File: src/rtl/inst_fetch_buffer_if.sv
// inst_fetch_buffer_if: bundles the fetch-side push bus, the decode-side pop
// bus and the status flags of the instruction fetch buffer.
// master = fetch/decode side, slave = the buffer itself.
interface inst_fetch_buffer_if;
    logic        flush;
    logic        in_valid;
    logic [31:0] in_pc;
    logic [1:0]  in_mask;
    logic [63:0] in_inst;
    logic [1:0]  pop;
    logic [1:0]  out_valid;
    logic [31:0] out_pc0;
    logic [31:0] out_inst0;
    logic [31:0] out_pc1;
    logic [31:0] out_inst1;
    logic        stall_req;
    logic        overflow;

    modport master (
        output flush, in_valid, in_pc, in_mask, in_inst, pop,
        input  out_valid, out_pc0, out_inst0, out_pc1, out_inst1, stall_req, overflow
    );

    modport slave (
        input  flush, in_valid, in_pc, in_mask, in_inst, pop,
        output out_valid, out_pc0, out_inst0, out_pc1, out_inst1, stall_req, overflow
    );
endinterface

File: src/rtl/inst_fetch_buffer.sv
// inst_fetch_buffer: decoupling queue between fetch and decode.
// Takes 64-bit fetch packets (two slots, masked), compacts the valid slots
// into a circular array of {pc, inst}, and presents up to two in-order
// instructions per cycle. Stall is raised from the registered count only.
// Optional macro IBUF_BYPASS_EN: when the buffer holds fewer than two
// entries, the compacted input slots are forwarded combinationally to the
// outputs in the same cycle; entries popped that way are never written.
module inst_fetch_buffer #(
    parameter int unsigned DEPTH    = 16,
    parameter int unsigned HEADROOM = 4
) (
    input logic                 clk,
    input logic                 reset,
    inst_fetch_buffer_if.slave  bus
);
    localparam int unsigned PW = $clog2(DEPTH);
    localparam int unsigned CW = PW + 1;

    typedef logic [PW-1:0] ptr_t;
    typedef logic [CW-1:0] cnt_t;
    typedef logic [CW:0]   ext_t;

    localparam ext_t DEPTH_E    = ext_t'(DEPTH);
    localparam ext_t HEADROOM_E = ext_t'(HEADROOM);

    logic [31:0] pc_mem   [DEPTH];
    logic [31:0] inst_mem [DEPTH];

    ptr_t rd_ptr;
    ptr_t wr_ptr;
    cnt_t count;
    logic overflow_q;

    logic        push_en;
    logic [1:0]  n_in;
    logic [1:0]  n_req;
    logic [1:0]  n_stored;
    logic [1:0]  n_vis;
    logic [1:0]  n_pop;
    logic [1:0]  n_skip;
    logic [1:0]  n_rd;
    logic [1:0]  n_wr;
    logic [31:0] a_pc, a_inst, b_pc, b_inst;
    logic [31:0] w0_pc, w0_inst;
    logic        accept;
    logic        drop;
    ext_t        free_e;
    ext_t        space;
    ptr_t        rd_ptr1;
    ptr_t        wr_ptr1;

    // Compact the input packet: slot a is the first valid slot, slot b is
    // slot 1 when both slots are valid.
    always_comb begin
        push_en = bus.in_valid & ~bus.flush;
        n_in    = {1'b0, bus.in_mask[0]} + {1'b0, bus.in_mask[1]};
        b_pc    = bus.in_pc + 32'd4;
        b_inst  = bus.in_inst[63:32];
        if (bus.in_mask[0]) begin
            a_pc   = bus.in_pc;
            a_inst = bus.in_inst[31:0];
        end else begin
            a_pc   = b_pc;
            a_inst = b_inst;
        end
        unique case (bus.pop)
            2'b01:   n_req = 2'd1;
            2'b11:   n_req = 2'd2;
            default: n_req = 2'd0;
        endcase
    end

    // Present head and head+1; optionally forward input slots when the
    // stored entries do not fill both output positions.
    always_comb begin
        rd_ptr1       = rd_ptr + ptr_t'(1);
        n_stored      = (count >= cnt_t'(2)) ? 2'd2 : count[1:0];
        bus.out_valid = {count >= cnt_t'(2), count != '0};
        bus.out_pc0   = pc_mem[rd_ptr];
        bus.out_inst0 = inst_mem[rd_ptr];
        bus.out_pc1   = pc_mem[rd_ptr1];
        bus.out_inst1 = inst_mem[rd_ptr1];
`ifdef IBUF_BYPASS_EN
        if (push_en && count == '0) begin
            bus.out_valid = (n_in == 2'd2) ? 2'b11 : ((n_in == 2'd1) ? 2'b01 : 2'b00);
            bus.out_pc0   = a_pc;
            bus.out_inst0 = a_inst;
            bus.out_pc1   = b_pc;
            bus.out_inst1 = b_inst;
        end else if (push_en && count == cnt_t'(1) && n_in != 2'd0) begin
            bus.out_valid = 2'b11;
            bus.out_pc1   = a_pc;
            bus.out_inst1 = a_inst;
        end
`endif
        n_vis = bus.out_valid[1] ? 2'd2 : {1'b0, bus.out_valid[0]};
    end

    // Pop clamp, capacity check (pop applied first) and write selection.
    // Entries consumed straight from the input (n_skip) are neither written
    // nor read from the array; without bypass n_skip is always zero.
    always_comb begin
        n_pop   = (n_req > n_vis) ? n_vis : n_req;
        n_skip  = (n_pop > n_stored) ? (n_pop - n_stored) : 2'd0;
        n_rd    = n_pop - n_skip;
        free_e  = DEPTH_E - ext_t'(count);
        space   = free_e + ext_t'(n_pop);
        accept  = push_en && (ext_t'(n_in) <= space);
        drop    = push_en && !accept;
        n_wr    = accept ? (n_in - n_skip) : 2'd0;
        wr_ptr1 = wr_ptr + ptr_t'(1);
        if (n_skip == 2'd0) begin
            w0_pc   = a_pc;
            w0_inst = a_inst;
        end else begin
            w0_pc   = b_pc;
            w0_inst = b_inst;
        end
        bus.stall_req = free_e < HEADROOM_E;
        bus.overflow  = overflow_q;
    end

    // Pointer, count and sticky overflow registers.
    always_ff @(posedge clk or posedge reset) begin
        if (reset) begin
            rd_ptr     <= '0;
            wr_ptr     <= '0;
            count      <= '0;
            overflow_q <= 1'b0;
        end else begin
            if (bus.flush) begin
                rd_ptr <= '0;
                wr_ptr <= '0;
                count  <= '0;
            end else begin
                rd_ptr <= rd_ptr + ptr_t'(n_rd);
                wr_ptr <= wr_ptr + ptr_t'(n_wr);
                count  <= count + cnt_t'(n_wr) - cnt_t'(n_rd);
            end
            if (drop) begin
                overflow_q <= 1'b1;
            end
        end
    end

    // Data array writes (not reset).
    always_ff @(posedge clk) begin
        if (n_wr != 2'd0) begin
            pc_mem[wr_ptr]   <= w0_pc;
            inst_mem[wr_ptr] <= w0_inst;
        end
        if (n_wr == 2'd2) begin
            pc_mem[wr_ptr1]   <= b_pc;
            inst_mem[wr_ptr1] <= b_inst;
        end
    end
endmodule

File: src/flat_wrapper.sv
// flat-port wrapper written by rule: the top's interface ports become plain ports
module inst_fetch_buffer_flat 
#(
    parameter int unsigned DEPTH    = 16,
    parameter int unsigned HEADROOM = 4
)
  (clk, reset, bus_flush, bus_in_valid, bus_in_pc, bus_in_mask, bus_in_inst, bus_pop, bus_out_valid, bus_out_pc0, bus_out_inst0, bus_out_pc1, bus_out_inst1, bus_stall_req, bus_overflow);
  inst_fetch_buffer_if bus_i ();
  input logic clk;
  input logic reset;
  input wire logic [$bits(bus_i.flush)-1:0] bus_flush;
  input wire logic [$bits(bus_i.in_valid)-1:0] bus_in_valid;
  input wire logic [$bits(bus_i.in_pc)-1:0] bus_in_pc;
  input wire logic [$bits(bus_i.in_mask)-1:0] bus_in_mask;
  input wire logic [$bits(bus_i.in_inst)-1:0] bus_in_inst;
  input wire logic [$bits(bus_i.pop)-1:0] bus_pop;
  output wire logic [$bits(bus_i.out_valid)-1:0] bus_out_valid;
  output wire logic [$bits(bus_i.out_pc0)-1:0] bus_out_pc0;
  output wire logic [$bits(bus_i.out_inst0)-1:0] bus_out_inst0;
  output wire logic [$bits(bus_i.out_pc1)-1:0] bus_out_pc1;
  output wire logic [$bits(bus_i.out_inst1)-1:0] bus_out_inst1;
  output wire logic [$bits(bus_i.stall_req)-1:0] bus_stall_req;
  output wire logic [$bits(bus_i.overflow)-1:0] bus_overflow;
  assign bus_i.flush = bus_flush;
  assign bus_i.in_valid = bus_in_valid;
  assign bus_i.in_pc = bus_in_pc;
  assign bus_i.in_mask = bus_in_mask;
  assign bus_i.in_inst = bus_in_inst;
  assign bus_i.pop = bus_pop;
  assign bus_out_valid = bus_i.out_valid;
  assign bus_out_pc0 = bus_i.out_pc0;
  assign bus_out_inst0 = bus_i.out_inst0;
  assign bus_out_pc1 = bus_i.out_pc1;
  assign bus_out_inst1 = bus_i.out_inst1;
  assign bus_stall_req = bus_i.stall_req;
  assign bus_overflow = bus_i.overflow;
  inst_fetch_buffer #(.DEPTH(DEPTH), .HEADROOM(HEADROOM)) u_core (.clk(clk), .reset(reset), .bus(bus_i));
endmodule
File: config.mk
export PLATFORM = sky130hd
export DESIGN_NAME = inst_fetch_buffer_flat
export DESIGN_NICKNAME = d
export VERILOG_FILES = /design/src/rtl/inst_fetch_buffer_if.sv /design/src/rtl/inst_fetch_buffer.sv /design/src/flat_wrapper.sv
export SDC_FILE = /design/constraint.sdc
export NUM_CORES = 2
export LEC_CHECK = 0
export ABC_AREA = 1
export CELL_PAD_IN_SITES_DETAIL_PLACEMENT = 1
export CELL_PAD_IN_SITES_GLOBAL_PLACEMENT = 2
export CORE_MARGIN = 5
export CORE_UTILIZATION = 25
export CTS_BUF_LIST = sky130_fd_sc_hd__clkbuf_8 sky130_fd_sc_hd__clkbuf_16
export CTS_CLUSTER_DIAMETER = 60
export CTS_CLUSTER_SIZE = 14
export DETAILED_ROUTE_END_ITERATION = 10
export PLACE_DENSITY_LB_ADDON = 0.1
export RECOVER_POWER = 25
export SYNTH_ARGS = -nofsm -noshare
export SYNTH_HDL_FRONTEND = slang
export SYNTH_SLANG_ARGS = --single-unit
File: constraint.sdc
create_clock -name clk -period 5.45 [get_ports clk]
set_clock_uncertainty 0.05 [all_clocks]
set_input_delay 1.09 -clock clk [delete_from_list [all_inputs] [get_ports clk]]
set_output_delay 1.09 -clock clk [all_outputs]
set_load 0.02 [all_outputs]
==> flow_metrics.py <==
metrics = {
    "global_routing": {
        "grt_max_degree": 164,
        "grt_pass1_vias": 70869,
        "antenna_found_initial": 30,
        "grt_util_all_layers": 0.273,
        "grt_overflow": 0,
        "grt_pass1_wl_um": 581000,
    },
    "yosys": {
        "synthDistinctLibCells": 47,
        "synthTopCellsByCount": "nand2_1 (1884), nand3_1 (1050), edfxtp_1 (1024)",
        "syn_area_per_cell_um2": 7.93,
        "synth_edf_count": 1024,
        "synth_cells": 9030,
        "yosysSeqAreaShare": 0.434,
        "syn_nets": 9170,
        "synth_warnings": 0,
        "synth_area_leader_cell": "edfxtp_1",
        "synth_top_area_share": 0.429,
        "synth_flop_cell": "edfxtp_1",
        "synth_area_um2": 71600,
        "ys_top_cells_by_area": "edfxtp_1 (43%), o21bai_1 (10%), nand2_1 (9.9%)",
        "ys_seq_elements": 1038,
        "synthArstFlopShare": 0.0135,
        "synth_most_common_cell": "nand2_1",
    },
    "clock_tree": {
        "clock_latency_ps": 850,
        "numCtsBuffers": 163,
        "cts_hold_buf": 0,
        "cts.clk_slew.worst_paths_ps": 60,
        "cts_buffer_depth": 4,
        "clockRootBuffer": "clkbuf_16",
        "cts_tree": "built",
        "cts.sinks": 1038,
        "htreeDepth": 4,
    },
    "power_and_ir_drop": {
        "vdd_drop_max_uv": 742,
        "power.leakage_nw": 31.3,
        "power_mw": 52.7,
        "power.density_nw_per_um2": 601,
    },
    "worst_setup_path": {
        "max_stage_delay_ps": 820,
        "worstPathArrival_ps": 4270,
        "crit_slowest_cell": "nor2_4",
        "cpMostUsedCell": "buf_4",
        "crit_end": "bus_out_pc0[12]",
        "rr_worst_depth": 28,
        "cp.depth": 9,
        "critPathCaptureType": "output port",
        "regToRegSetupSlack_ps": 340,
        "cpLargestDelayFamily": "buffers and inverters",
        "r2r-end": "u_core.pc_mem[4][19]",
        "worstPathMaxFanout": 28,
        "cp-startpoint": "u_core.rd_ptr[0]",
        "timing.rr.start": "u_core.count[2]",
        "worstPathRequired_ps": 4310,
        "cp-start-kind": "flip-flop",
        "crit_type": "flip-flop to output port",
        "path_cells": "buf_4 -> nor2_4 -> buf_12 -> buf_4 -> nand2_1 -> o2111ai_1 -> and3_1 -> a31oi_1 -> clkdlybuf4s50_1",
        "crit_buf_inv": 4,
    },
    "timing": {
        "relSlewSlack": 0.114,
        "timing.final.max_slew_violations": 0,
        "final.min_clock_period_ps": 5410,
        "layout_setup_ws_ps": 43.3,
        "hold_viol": 0,
        "fmax_mhz": 185,
        "post-route-period-util": 0.992,
        "max_slew.worst_pin.slew_ps": 1330,
        "setup_viol": 0,
        "rsz0062_at_grt": "yes",
    },
    "place": {
        "dp.cells": 12560,
        "hpwl_um": 253000,
        "dp_slack_ps": -677,
        "gp_congestion": 0.812,
        "port_buffers": 235,
        "place_area_um2": 82100,
    },
    "floorplanning": {
        "die_w_um": 545,
        "start_util": 0.251,
        "dieArea_um2": 297000,
        "rows": 196,
        "die_h_um": 545,
        "ios": 236,
        "coreArea_um2": 285000,
    },
    "routing": {
        "vias": 72155,
        "post-route-drc-count": 0,
        "wl_um": 425000,
        "first_pass_iters": 6,
        "wl_per_cell_um": 33.0,
        "ant_nets": 0,
        "via_per_inst": 5.60,
        "drtIter0Drc": 7416,
    },
    "status": {
        "status": "finished, final reports clean",
    },
    "cells_and_area": {
        "area_growth_pct": 22.5,
        "layout-drive-gt1-share": 0.105,
        "stdcell_count": 12875,
        "nets": 9112,
        "final_area_um2": 87700,
        "fin_util": 0.307,
    },
    "min_path": {
        "hp-class": "flip-flop to flip-flop",
    },
    "run": {
        "max_cap_viol_count": 0,
    },
}
[report_power, final]
part / total [mW] / internal (mW) / switching (mW)
Combinational: 31.0 / 10.8 / 20.2
Sequential: 10.8 / 10.6 / 0.238
Clock: 10.9 / 6.45 / 4.46
Total: 52.7 / 27.8 / 24.9
[flip-flops by register name, summed over array words and instances, names as in the netlist]
name / flops
u_core.inst_mem: 512
u_core.pc_mem: 512
u_core.count: 5
u_core.rd_ptr: 4
u_core.wr_ptr: 4
u_core.bus.overflow: 1
[layout by cell type (no fill, tap or decap), types with 10 or more instances in the layout]
cell type,netlist,routed
nand3_1,1050,1049
clkinv_4,0,14
o21bai_1,993,993
nand2_8,0,16
buf_4,3,326
diode_2,0,17
bufinv_16,0,17
clkdlybuf4s50_1,0,195
o211ai_1,261,261
a21oi_1,682,682
dfrtp_1,14,10
a211oi_1,64,63
o2111ai_1,114,114
clkinv_1,1,22
clkbuf_16,0,168
nor2_1,273,256
inv_6,0,15
edfxtp_1,1024,1024
o21ai_1,7,10
buf_12,0,256
clkinvlp_4,0,24
nor2_4,4,21
a32oi_1,18,18
o21ai_0,705,700
o31ai_1,31,25
ha_1,30,28
and3_1,15,15
a31oi_1,15,15
inv_1,633,638
inv_4,0,19
nor4_1,24,24
nand2_1,1884,1867
nor3_1,33,33
o221ai_1,66,66
clkinv_2,0,14
[through the flow]
step	setup TNS (ps)	hold WS, ps
after CTS	-0.644	444
after detailed placement	-820480	429
after global routing	-85.6	476
final	0	432
after floorplan	0	498
after global placement	-1384900	425
[kinds of logic (layout without fill, tap and decap cells)]
family / Yosys count / in the layout / share of synthesized area
flops: 1038 / 1038 / 0.434
xor+xnor: 17 / 17 / 0.00308
fa+ha+maj: 36 / 36 / 0.00692
buf+inv: 1662 / 1728 / 0.0941
simple gates: 3307 / 3307 / 0.195
compound gates: 2966 / 2966 / 0.266
mux: 4 / 4 / 0.000664
other cells: 0 / 17 / 0
[final cells by class]
type,instances,area (um^2)
Antenna cell,17,42.5
Tap cell,3762,4710
Clock inverter,121,1190
Multi-Input combinational cell,6330,34300
Clock buffer,168,4200
Inverter,654,2520
Sequential cell,1038,31100
Timing Repair Buffer,785,9630
Fill cell,32996,198000
[worst reg2reg max path: cells and delay by family (launching register included)]
kind / cells / cell delay, ps
compound gates: 4 / 610
buf+inv: 8 / 940
simple gates: 11 / 1240
fa+ha+maj: 5 / 1570
flops: 1 / 380
[worst min path at each step]
| stage | startpoint | endpoint | slack (ps) | cells after the start |
|---|---|---|---|---|
| after global placement | u_core.bus.overflow | u_core.bus.overflow | 430 | 1 |
| after global routing | u_core.bus.overflow | u_core.bus.overflow | 480 | 1 |
| after CTS | u_core.bus.overflow | u_core.bus.overflow | 440 | 1 |
| after detailed placement | u_core.bus.overflow | u_core.bus.overflow | 430 | 1 |
| after floorplan | u_core.wr_ptr[3] | u_core.wr_ptr[3] | 500 | 2 |
| final | u_core.bus.overflow | u_core.bus.overflow | 430 | 1 |
[routing by layer]
layer | global-route usage | share of wire
met4 | 0.0762 | 0.030
met2 | 0.429 | 0.44
met3 | 0.0313 | 0.061
met1 | 0.396 | 0.47
met5 | 0 | 0.000064
[repair_timing]
action | in CTS | in global routing
setup endpoints to repair | 4 | 577
gates resized for setup | 3 | 16
setup buffers | 0 | 9
pin swaps | 0 | 3
endpoints found under the hold margin | 0 | 0
No activity file was read; power rests on OpenSTA's default activity.
